File: src/rtl/riscv_apb_lsu_bridge_pkg.sv
// Shared definitions for the RISC-V load/store to APB bridge.
// Contents: RV32 load/store opcodes, access-size encodings (these match
// funct3[1:0]), bridge FSM states, error cause codes, and a misalignment
// helper used during decode.
package riscv_apb_pkg;

    localparam logic [6:0] OPC_LOAD  = 7'b0000011;
    localparam logic [6:0] OPC_STORE = 7'b0100011;

    typedef enum logic [1:0] {
        SIZE_B = 2'b00,
        SIZE_H = 2'b01,
        SIZE_W = 2'b10
    } size_e;

    typedef enum logic [1:0] {
        IDLE,
        REQ,
        DRAIN,
        ERR
    } state_e;

    localparam logic [1:0] ERR_NONE     = 2'b00;
    localparam logic [1:0] ERR_MISALIGN = 2'b01;
    localparam logic [1:0] ERR_SLVERR   = 2'b10;
    localparam logic [1:0] ERR_TIMEOUT  = 2'b11;

    // A halfword must sit on an even address.
    // A word must sit on a multiple of four.
    function automatic logic is_misaligned(input logic [1:0] size, input logic [1:0] lane);
        return ((size == SIZE_H) && lane[0]) || ((size == SIZE_W) && (lane != 2'b00));
    endfunction

endpackage

File: src/rtl/riscv_apb_lsu_bridge_if.sv
// Bus bundle between the load/store bridge and the APB master.
//   master modport (bridge side):
//     drives transfer/SWRITE/SADDR/SWDATA/SSTRB
//     receives READY/SLVERR/PRDATA
//   slave modport (APB master side): the mirror image.
interface riscv_apb_lsu_bridge_if #(
    parameter int unsigned ADDR_W = 32,
    parameter int unsigned DATA_W = 32
) ();
    logic              transfer;
    logic              SWRITE;
    logic [ADDR_W-1:0] SADDR;
    logic [DATA_W-1:0] SWDATA;
    logic [3:0]        SSTRB;
    logic              READY;
    logic              SLVERR;
    logic [DATA_W-1:0] PRDATA;

    modport master (
        output transfer, SWRITE, SADDR, SWDATA, SSTRB,
        input  READY, SLVERR, PRDATA
    );

    modport slave (
        input  transfer, SWRITE, SADDR, SWDATA, SSTRB,
        output READY, SLVERR, PRDATA
    );
endinterface

File: src/rtl/riscv_apb_lsu_bridge_lane_align.sv
// apb_lane_align: combinational byte-lane steering for a 32-bit data bus.
// Inputs:
//   size    - access size (SIZE_B/H/W)
//   sign    - 1 sign-extends a load, 0 zero-extends it
//   lane    - ea[1:0]
//   wr_data - store data
//   rd_data - raw bus read data
// Outputs:
//   strb    - byte strobes
//   wdata   - lane-replicated store data
//   ldata   - extracted and extended load value
// Has no bus-specific logic, so an AHB path can reuse it.
module apb_lane_align
    import riscv_apb_pkg::*;
#(
    parameter int unsigned DATA_W = 32
) (
    input  logic [1:0]        size,
    input  logic              sign,
    input  logic [1:0]        lane,
    input  logic [DATA_W-1:0] wr_data,
    input  logic [DATA_W-1:0] rd_data,
    output logic [3:0]        strb,
    output logic [DATA_W-1:0] wdata,
    output logic [DATA_W-1:0] ldata
);

    logic [7:0]  rd_byte;
    logic [15:0] rd_half;

    // Pick the addressed byte and halfword out of the read word.
    // Then shape strobes, write data and the extended load value by size.
    always_comb begin
        strb    = 4'b0000;
        wdata   = '0;
        ldata   = '0;
        rd_half = lane[1] ? rd_data[31:16] : rd_data[15:0];
        case (lane)
            2'd0:    rd_byte = rd_data[7:0];
            2'd1:    rd_byte = rd_data[15:8];
            2'd2:    rd_byte = rd_data[23:16];
            default: rd_byte = rd_data[31:24];
        endcase
        case (size)
            SIZE_B: begin
                strb  = 4'b0001 << lane;
                wdata = {4{wr_data[7:0]}};
                ldata = {{24{sign & rd_byte[7]}}, rd_byte};
            end
            SIZE_H: begin
                strb  = 4'b0011 << lane;
                wdata = {2{wr_data[15:0]}};
                ldata = {{16{sign & rd_half[15]}}, rd_half};
            end
            SIZE_W: begin
                strb  = 4'b1111;
                wdata = wr_data;
                ldata = rd_data;
            end
            default: begin
                strb  = 4'b0000;
                wdata = '0;
                ldata = '0;
            end
        endcase
    end

endmodule

File: src/rtl/riscv_apb_lsu_bridge.sv
// riscv_apb_lsu_bridge: load/store front-end that diverts accesses inside the
// APB window to the APB master. It stalls the PC and cancels the data memory
// while the access is in flight.
// Ports:
//   clk, rst (synchronous, active-low)
//   instruction, RD1 (base), RD2 (store data)  - from the core
//   bus (master modport)                       - APB master handshake
//   stop, cancel_data_memory                   - pipeline control
//   load_data, load_valid                      - load writeback pulse
//   err_valid, err_cause, err_addr             - error reporting
// Only the 32-bit data bus (DATA_W = 32) is supported.
module riscv_apb_lsu_bridge
    import riscv_apb_pkg::*;
#(
    parameter int unsigned       ADDR_W    = 32,
    parameter int unsigned       DATA_W    = 32,
    parameter logic [ADDR_W-1:0] APB_BASE  = 32'd1000,
    parameter logic [ADDR_W-1:0] APB_LIMIT = 32'hEFFF_FFFF,
    parameter int unsigned       TIMEOUT   = 64,
    parameter int unsigned       TO_W      = 7
) (
    input  logic                  clk,
    input  logic                  rst,
    input  logic [31:0]           instruction,
    input  logic [ADDR_W-1:0]     RD1,
    input  logic [DATA_W-1:0]     RD2,
    riscv_apb_lsu_bridge_if.master bus,
    output logic                  stop,
    output logic                  cancel_data_memory,
    output logic [DATA_W-1:0]     load_data,
    output logic                  load_valid,
    output logic                  err_valid,
    output logic [1:0]            err_cause,
    output logic [ADDR_W-1:0]     err_addr
);

    state_e            cs, ns;
    logic [TO_W-1:0]   cnt;
    logic [6:0]        opcode;
    logic [2:0]        funct3;
    logic              is_load, is_store, valid_op, in_window, hit, misaligned, timeout;
    logic [ADDR_W-1:0] imm, ea;
    logic [ADDR_W-1:0] saddr_q;
    logic              swrite_q, sign_q;
    logic [1:0]        size_q, aln_size, aln_lane;
    logic [3:0]        sstrb_q, aln_strb;
    logic [DATA_W-1:0] swdata_q, aln_wdata, aln_ldata;
    logic              unused_rs1;

    assign opcode   = instruction[6:0];
    assign funct3   = instruction[14:12];
    assign is_load  = (opcode == OPC_LOAD);
    assign is_store = (opcode == OPC_STORE);

    // The rs1 field is already resolved into RD1 by the register file.
    assign unused_rs1 = ^instruction[19:15];

    // Size 11 has no meaning.
    // Stores have no zero-extending form.
    assign valid_op = (funct3[1:0] != 2'b11) && (is_load || (is_store && !funct3[2]));

    assign imm = is_store ? {{(ADDR_W-12){instruction[31]}}, instruction[31:25], instruction[11:7]}
                          : {{(ADDR_W-12){instruction[31]}}, instruction[31:20]};
    assign ea         = RD1 + imm;
    assign in_window  = (ea >= APB_BASE) && (ea <= APB_LIMIT);
    assign hit        = valid_op && in_window;
    assign misaligned = is_misaligned(funct3[1:0], ea[1:0]);
    assign timeout    = (cnt == TO_W'(TIMEOUT - 1));

    // One aligner serves both directions.
    // In IDLE it shapes the store being captured from the current decode.
    // In REQ it extracts the load from the transaction's latched size and lane.
    assign aln_size = (cs == IDLE) ? funct3[1:0] : size_q;
    assign aln_lane = (cs == IDLE) ? ea[1:0] : saddr_q[1:0];

    apb_lane_align #(.DATA_W(DATA_W)) u_align (
        .size    (aln_size),
        .sign    (sign_q),
        .lane    (aln_lane),
        .wr_data (RD2),
        .rd_data (bus.PRDATA),
        .strb    (aln_strb),
        .wdata   (aln_wdata),
        .ldata   (aln_ldata)
    );

    // Next-state logic.
    // Reset forces IDLE here as well, so stop drops while rst is held low.
    always_comb begin
        ns = cs;
        if (!rst) begin
            ns = IDLE;
        end else begin
            case (cs)
                IDLE:    if (hit) ns = misaligned ? ERR : REQ;
                REQ:     if (bus.READY) ns = DRAIN;
                         else if (timeout) ns = ERR;
                DRAIN:   if (!bus.READY) ns = IDLE;
                default: ns = IDLE;
            endcase
        end
    end

    // State, transfer attributes, the timeout counter and the one-cycle
    // result pulses.
    // Attributes are captured on the IDLE->REQ edge, so later changes to
    // RD1/RD2 cannot disturb an access in flight.
    always_ff @(posedge clk) begin
        if (!rst) begin
            cs         <= IDLE;
            cnt        <= '0;
            saddr_q    <= '0;
            swrite_q   <= 1'b0;
            swdata_q   <= '0;
            sstrb_q    <= 4'b0000;
            size_q     <= 2'b00;
            sign_q     <= 1'b0;
            load_data  <= '0;
            load_valid <= 1'b0;
            err_valid  <= 1'b0;
            err_cause  <= ERR_NONE;
            err_addr   <= '0;
        end else begin
            cs         <= ns;
            load_valid <= 1'b0;
            err_valid  <= 1'b0;
            load_data  <= '0;
            if ((cs == REQ) && (ns == REQ)) cnt <= cnt + 1'b1;
            else                            cnt <= '0;
            case (cs)
                IDLE: begin
                    if (hit && misaligned) begin
                        err_valid <= 1'b1;
                        err_cause <= ERR_MISALIGN;
                        err_addr  <= ea;
                    end else if (hit) begin
                        saddr_q  <= ea;
                        swrite_q <= is_store;
                        size_q   <= funct3[1:0];
                        sign_q   <= !funct3[2];
                        swdata_q <= is_store ? aln_wdata : '0;
                        sstrb_q  <= is_store ? aln_strb : 4'b0000;
                    end
                end
                REQ: begin
                    if (bus.READY) begin
                        if (bus.SLVERR) begin
                            err_valid <= 1'b1;
                            err_cause <= ERR_SLVERR;
                            err_addr  <= saddr_q;
                        end else if (!swrite_q) begin
                            load_valid <= 1'b1;
                            load_data  <= aln_ldata;
                        end
                    end else if (timeout) begin
                        err_valid <= 1'b1;
                        err_cause <= ERR_TIMEOUT;
                        err_addr  <= saddr_q;
                    end
                end
                default: ;
            endcase
        end
    end

    assign stop               = (ns != IDLE);
    assign cancel_data_memory = stop | (cs != IDLE);

    assign bus.transfer = (cs == REQ);
    assign bus.SWRITE   = swrite_q;
    assign bus.SADDR    = saddr_q;
    assign bus.SWDATA   = swdata_q;
    assign bus.SSTRB    = sstrb_q;

endmodule
File: src/flat_wrapper.sv
// flat-port wrapper written by rule: the top's interface ports become plain ports
module riscv_apb_lsu_bridge_flat import riscv_apb_pkg::*;
#(
    parameter int unsigned       ADDR_W    = 32,
    parameter int unsigned       DATA_W    = 32,
    parameter logic [ADDR_W-1:0] APB_BASE  = 32'd1000,
    parameter logic [ADDR_W-1:0] APB_LIMIT = 32'hEFFF_FFFF,
    parameter int unsigned       TIMEOUT   = 64,
    parameter int unsigned       TO_W      = 7
)
  (clk, rst, instruction, RD1, RD2, stop, cancel_data_memory, load_data, load_valid, err_valid, err_cause, err_addr, bus_transfer, bus_SWRITE, bus_SADDR, bus_SWDATA, bus_SSTRB, bus_READY, bus_SLVERR, bus_PRDATA);
  riscv_apb_lsu_bridge_if #(.ADDR_W(ADDR_W), .DATA_W(DATA_W)) bus_i ();
  input  logic clk;
  input  logic rst;
  input  logic [31:0] instruction;
  input  logic [ADDR_W-1:0] RD1;
  input  logic [DATA_W-1:0] RD2;
  output logic stop;
  output logic cancel_data_memory;
  output logic [DATA_W-1:0] load_data;
  output logic load_valid;
  output logic err_valid;
  output logic [1:0] err_cause;
  output logic [ADDR_W-1:0] err_addr;
  output wire logic [$bits(bus_i.transfer)-1:0] bus_transfer;
  output wire logic [$bits(bus_i.SWRITE)-1:0] bus_SWRITE;
  output wire logic [$bits(bus_i.SADDR)-1:0] bus_SADDR;
  output wire logic [$bits(bus_i.SWDATA)-1:0] bus_SWDATA;
  output wire logic [$bits(bus_i.SSTRB)-1:0] bus_SSTRB;
  input wire logic [$bits(bus_i.READY)-1:0] bus_READY;
  input wire logic [$bits(bus_i.SLVERR)-1:0] bus_SLVERR;
  input wire logic [$bits(bus_i.PRDATA)-1:0] bus_PRDATA;
  assign bus_transfer = bus_i.transfer;
  assign bus_SWRITE = bus_i.SWRITE;
  assign bus_SADDR = bus_i.SADDR;
  assign bus_SWDATA = bus_i.SWDATA;
  assign bus_SSTRB = bus_i.SSTRB;
  assign bus_i.READY = bus_READY;
  assign bus_i.SLVERR = bus_SLVERR;
  assign bus_i.PRDATA = bus_PRDATA;
  riscv_apb_lsu_bridge #(.ADDR_W(ADDR_W), .DATA_W(DATA_W), .APB_BASE(APB_BASE), .APB_LIMIT(APB_LIMIT), .TIMEOUT(TIMEOUT), .TO_W(TO_W)) u_core (.clk(clk), .rst(rst), .instruction(instruction), .RD1(RD1), .RD2(RD2), .bus(bus_i), .stop(stop), .cancel_data_memory(cancel_data_memory), .load_data(load_data), .load_valid(load_valid), .err_valid(err_valid), .err_cause(err_cause), .err_addr(err_addr));
endmodule
File: config.mk
export PLATFORM = sky130hd
export DESIGN_NAME = riscv_apb_lsu_bridge_flat
export DESIGN_NICKNAME = d
export VERILOG_FILES = /design/src/rtl/riscv_apb_lsu_bridge_pkg.sv /design/src/rtl/riscv_apb_lsu_bridge_if.sv /design/src/rtl/riscv_apb_lsu_bridge_lane_align.sv /design/src/rtl/riscv_apb_lsu_bridge.sv /design/src/flat_wrapper.sv
export SDC_FILE = /design/constraint.sdc
export NUM_CORES = 1
export LEC_CHECK = 0
export ABC_AREA = 1
export BUFFER_PORTS_ARGS = -buffer_cell sky130_fd_sc_hd__buf_2
export CORE_AREA = 4 4 176 178
export CTS_CLUSTER_DIAMETER = 60
export DETAILED_ROUTE_END_ITERATION = 16
export DIE_AREA = 0 0 180 182
export SETUP_SLACK_MARGIN = 0.05
export SYNTH_ARGS = -nofsm -noshare
export SYNTH_HDL_FRONTEND = slang
export SYNTH_HIERARCHICAL = 1
export SYNTH_SLANG_ARGS = --single-unit
File: constraint.sdc
create_clock -name clk -period 3.7 [get_ports clk]
set_input_delay 0 -clock clk [delete_from_list [all_inputs] [get_ports clk]]
set_output_delay 0 -clock clk [all_outputs]
set_load 0.1 [all_outputs]
==> impl_metrics.csv <==
group,metric,value,unit
sta,finalHoldViolCount,0,
place,gp_routability_congestion,0.9513,
final_layout,seqCellArea,0.002983,mm²
place,placed_cell_area,0.01205,mm²
synthesis,synth_cells,1753,
worst_hold_path,hp-class,"input port to register",
cts,numCtsBuffers,17,
drt,drt_iter0_markers,772,
sta,whs,0.008549,ns
grt,grt_usage,21.68,%
grt,antenna_found_initial,2,
pwr,power_switching,1.451,mW
die,dieArea,0.03276,mm²
cts,cts_tree,"done",
synthesis,ys_warn_count,6,
sta,min_period_over_period,90.90,%
drt,num_vias,11418,
synthesis,synth_ff_type,"dfxtp_1",
place,port_buffers,266,
setup_path,r2r_start,"u_core/cs[0]$_SDFF_PN0_",
pwr,p_seq_share,36.6,%
pwr,clkPwrFrac,38.6,%
synthesis,ys_types,42,
die,die_width,180,µm
pwr,leakage,7.217,nW
setup_path,slowest_stage,"ha_2",
pwr,powerDensity,336.8,mW/mm²
synthesis,synth_edf_count,0,
die,coreArea,0.02940,mm²
synthesis,netlist.area_leader.share,29.30,%
cts,h-tree-depth,4,
cts,numClockSinks,149,
pwr,p_sw_share,32.97,%
worst_hold_path,hp-start,"bus_PRDATA[20]",
cts,insertion_delay,0.43,ns
die,io_pins,272,
grt,grt_pass1_wl,57480,µm
grt,grt_max_degree,75,
cts,clockBufferDepth,2,
sta,max_slew_margin,34.08,%
drt,vias_per_cell,4.668,
grt,grt_pass1_vias,10890,
final_layout,final_net_count,2207,
die,die_h,182,µm
worst_hold_path,hold_path_depth,7,
pwr,ir_drop,0.3319,mV
final_layout,synthToLayoutAreaGrowth,28.39,%
pwr,intPower,2.951,mW
synthesis,syn_avg_cell_area,5.808,µm²
sta,timing.setup.tns,0,ns
drt,drc,0,
final_layout,layout-drive-gt1-share,19.91,%
place,place_hpwl,28940,µm
synthesis,ys_seq_elements,149,
sta,setup_viol,0,
run,max-cap-violations,0,
setup_path,slowest_delay,0.38,ns
setup_path,start_kind,"input port",
cts,root_buffer,"clkbuf_16",
outcome,outcome,"completed",
sta,clock.fmax,297.3,MHz
final_layout,n_fill_cell,3203,
synthesis,synth_top_cell_by_area,"dfxtp_1",
drt,drtPass1Iterations,5,
die,rows,63,
setup_path,crit_path_end_kind,"primary output",
setup_path,arrival,3.36,ns
sta,rsz0062_at_grt,"false",
cts,clk_pin_slew,0.06,ns
synthesis,syn-cell-area,0.01018,mm²
setup_path,crit_type,"input port to primary output",
final_layout,design_area,0.01307,mm²
sta,finalClockSkew,0.01024,ns
die,start_util,34.63,%
synthesis,async_reset_ff_share,0,%
setup_path,ff2ff_path_depth,12,
sta,slew_viol_final,0,
setup_path,r2r_setup_slack,0.79,ns
worst_hold_path,min_delay_worst_endpoint,"u_core/load_data[20]$_SDFF_PP0_",
setup_path,crit_required,3.70,ns
synthesis,ys_seq_area_share,29.30,%
sta,worst_slew_pin_slew,0.9877,ns
synthesis,syn-num-nets,1919,
drt,postRouteAntennaNets,0,
grt,globalRouteOverflowTotal,0,
pwr,combPwrFrac,24.7,%
drt,wl,36960,µm
synthesis,synth_area_leaders,"dfxtp_1 29%, nand2_1 25%, inv_1 10%, nor2_1 7.0%, a21oi_1 6.0%",
setup_path,rr_endpoint,"u_core/load_data[7]$_SDFF_PP0_",
final_layout,multi_input_area,0.005913,mm²
sta,fin_crit,3.363,ns
setup_path,path_max_fanout,5,
drt,wl_per_cell,15.11,µm
[synth_stat cells (all sizes together) (2+ instances only)]
master	count
o211ai	9
clkbuf	31
nor3	6
xnor2	2
a22oi	10
nand2	687
o21ai	40
nand3b	35
a31oi	4
ha	33
nand3	69
buf	39
xor2	10
nor2	197
inv	280
and2	3
nand4	14
dfxtp	149
a21o	2
nor4	2
a21oi	124
[layout by cell type (no fill, tap or decap), types with 17 or more instances in the layout]
master,instances
nand2_1,666
nor2_1,186
a21oi_1,122
dlygate4sd3_1,26
buf_2,264
buf_4,41
inv_1,270
nand2_2,21
o21ai_0,38
nand3b_1,35
ha_1,31
nand3_1,60
dfxtp_1,149
clkbuf_16,17
[cells by family after synthesis]
group	after synthesis	synth area share, %
AOI/OAI and AO/OA	191	10.11
xor gates and xnor gates	12	1.032
adders and majority gates	34	4.252
buffers and inverters	351	14.28
DFF	149	29.30
and+or+nand+nor	1016	41.02
[power groups by stage]
stage	Combinational [mW]	Clock, mW	Sequential, mW
after floorplan	0.622	0	1.69
after global placement	1.03	0	1.65
after detailed placement	1.03	0	1.65
after CTS	1.06	1.74	1.61
after global routing	1.22	1.81	1.61
final	1.09	1.70	1.61
[registers in the layout, indices dropped and copies added, names as in the netlist]
name,flops
u_core/bus.SADDR,32
u_core/bus.SSTRB,4
u_core/bus.SWDATA,32
u_core/bus.SWRITE,1
u_core/cnt,7
u_core/cs,2
u_core/err_addr,32
u_core/err_cause,2
u_core/err_valid,1
u_core/load_data,32
u_core/load_valid,1
u_core/sign_q,1
u_core/size_q,2
[per-stage QoR]
| step | cells | setup slack [ns] | power, mW | utilization [%] |
|---|---|---|---|---|
| 2_1_floorplan | 1753 | 0.1012 | 2.310 | - |
| 3_3_place_gp | 2383 | -0.01304 | 2.676 | 40.99 |
| 3_5_place_dp | 2383 | -0.08854 | 2.676 | 40.99 |
| 4_1_cts | 2441 | 0.03377 | 4.414 | 43.90 |
| 5_1_grt | 2445 | 0.004113 | 4.640 | 44.45 |
| 6_report | 2446 | 0.3368 | 4.402 | 44.46 |
[routing by layer]
layer	global-route usage [%]	vias up	share of wire, %
li1	-	5940	-
met1	27.20	5096	44
met2	36.87	313	47
met3	4.127	69	5.3
met4	8.504	0	3.6
met5	0	-	0
[area by class of cell]
class                   count  area share (%)
clock buffers              19           3.465
inverters                 281           8.088
clock inverters            13          0.9381
repair buffers            339           15.68
multi-input cells        1253           45.24
diodes                      2         0.03829
flip-flops and latches    149           22.82
well taps                 390           3.733
[worst max-delay path, delay by kind of cell]
| family | cells | cell delay (ns) |
|---|---|---|
| and+or+nand+nor | 20 | 2.27 |
| buffers and inverters | 4 | 0.53 |
| adders and majority gates | 1 | 0.38 |
| AOI/OAI and AO/OA | 1 | 0.17 |
[timing repair]
item,CTS,global route
pin swaps,0,8
endpoints found under the hold margin,24,0
hold buffers,26,0
endpoints found under the setup margin,2,73
gates resized for setup,6,38
setup buffers,0,3
[worst max path at each step]
stage / cells past startpoint / startpoint / end
after floorplan: 24 / instruction[3] / cancel_data_memory
after global placement: 27 / instruction[3] / cancel_data_memory
after detailed placement: 26 / instruction[3] / cancel_data_memory
after CTS: 26 / instruction[3] / cancel_data_memory
after global routing: 26 / instruction[3] / cancel_data_memory
final: 26 / instruction[3] / cancel_data_memory
No activity file was read; power rests on OpenSTA's default activity.
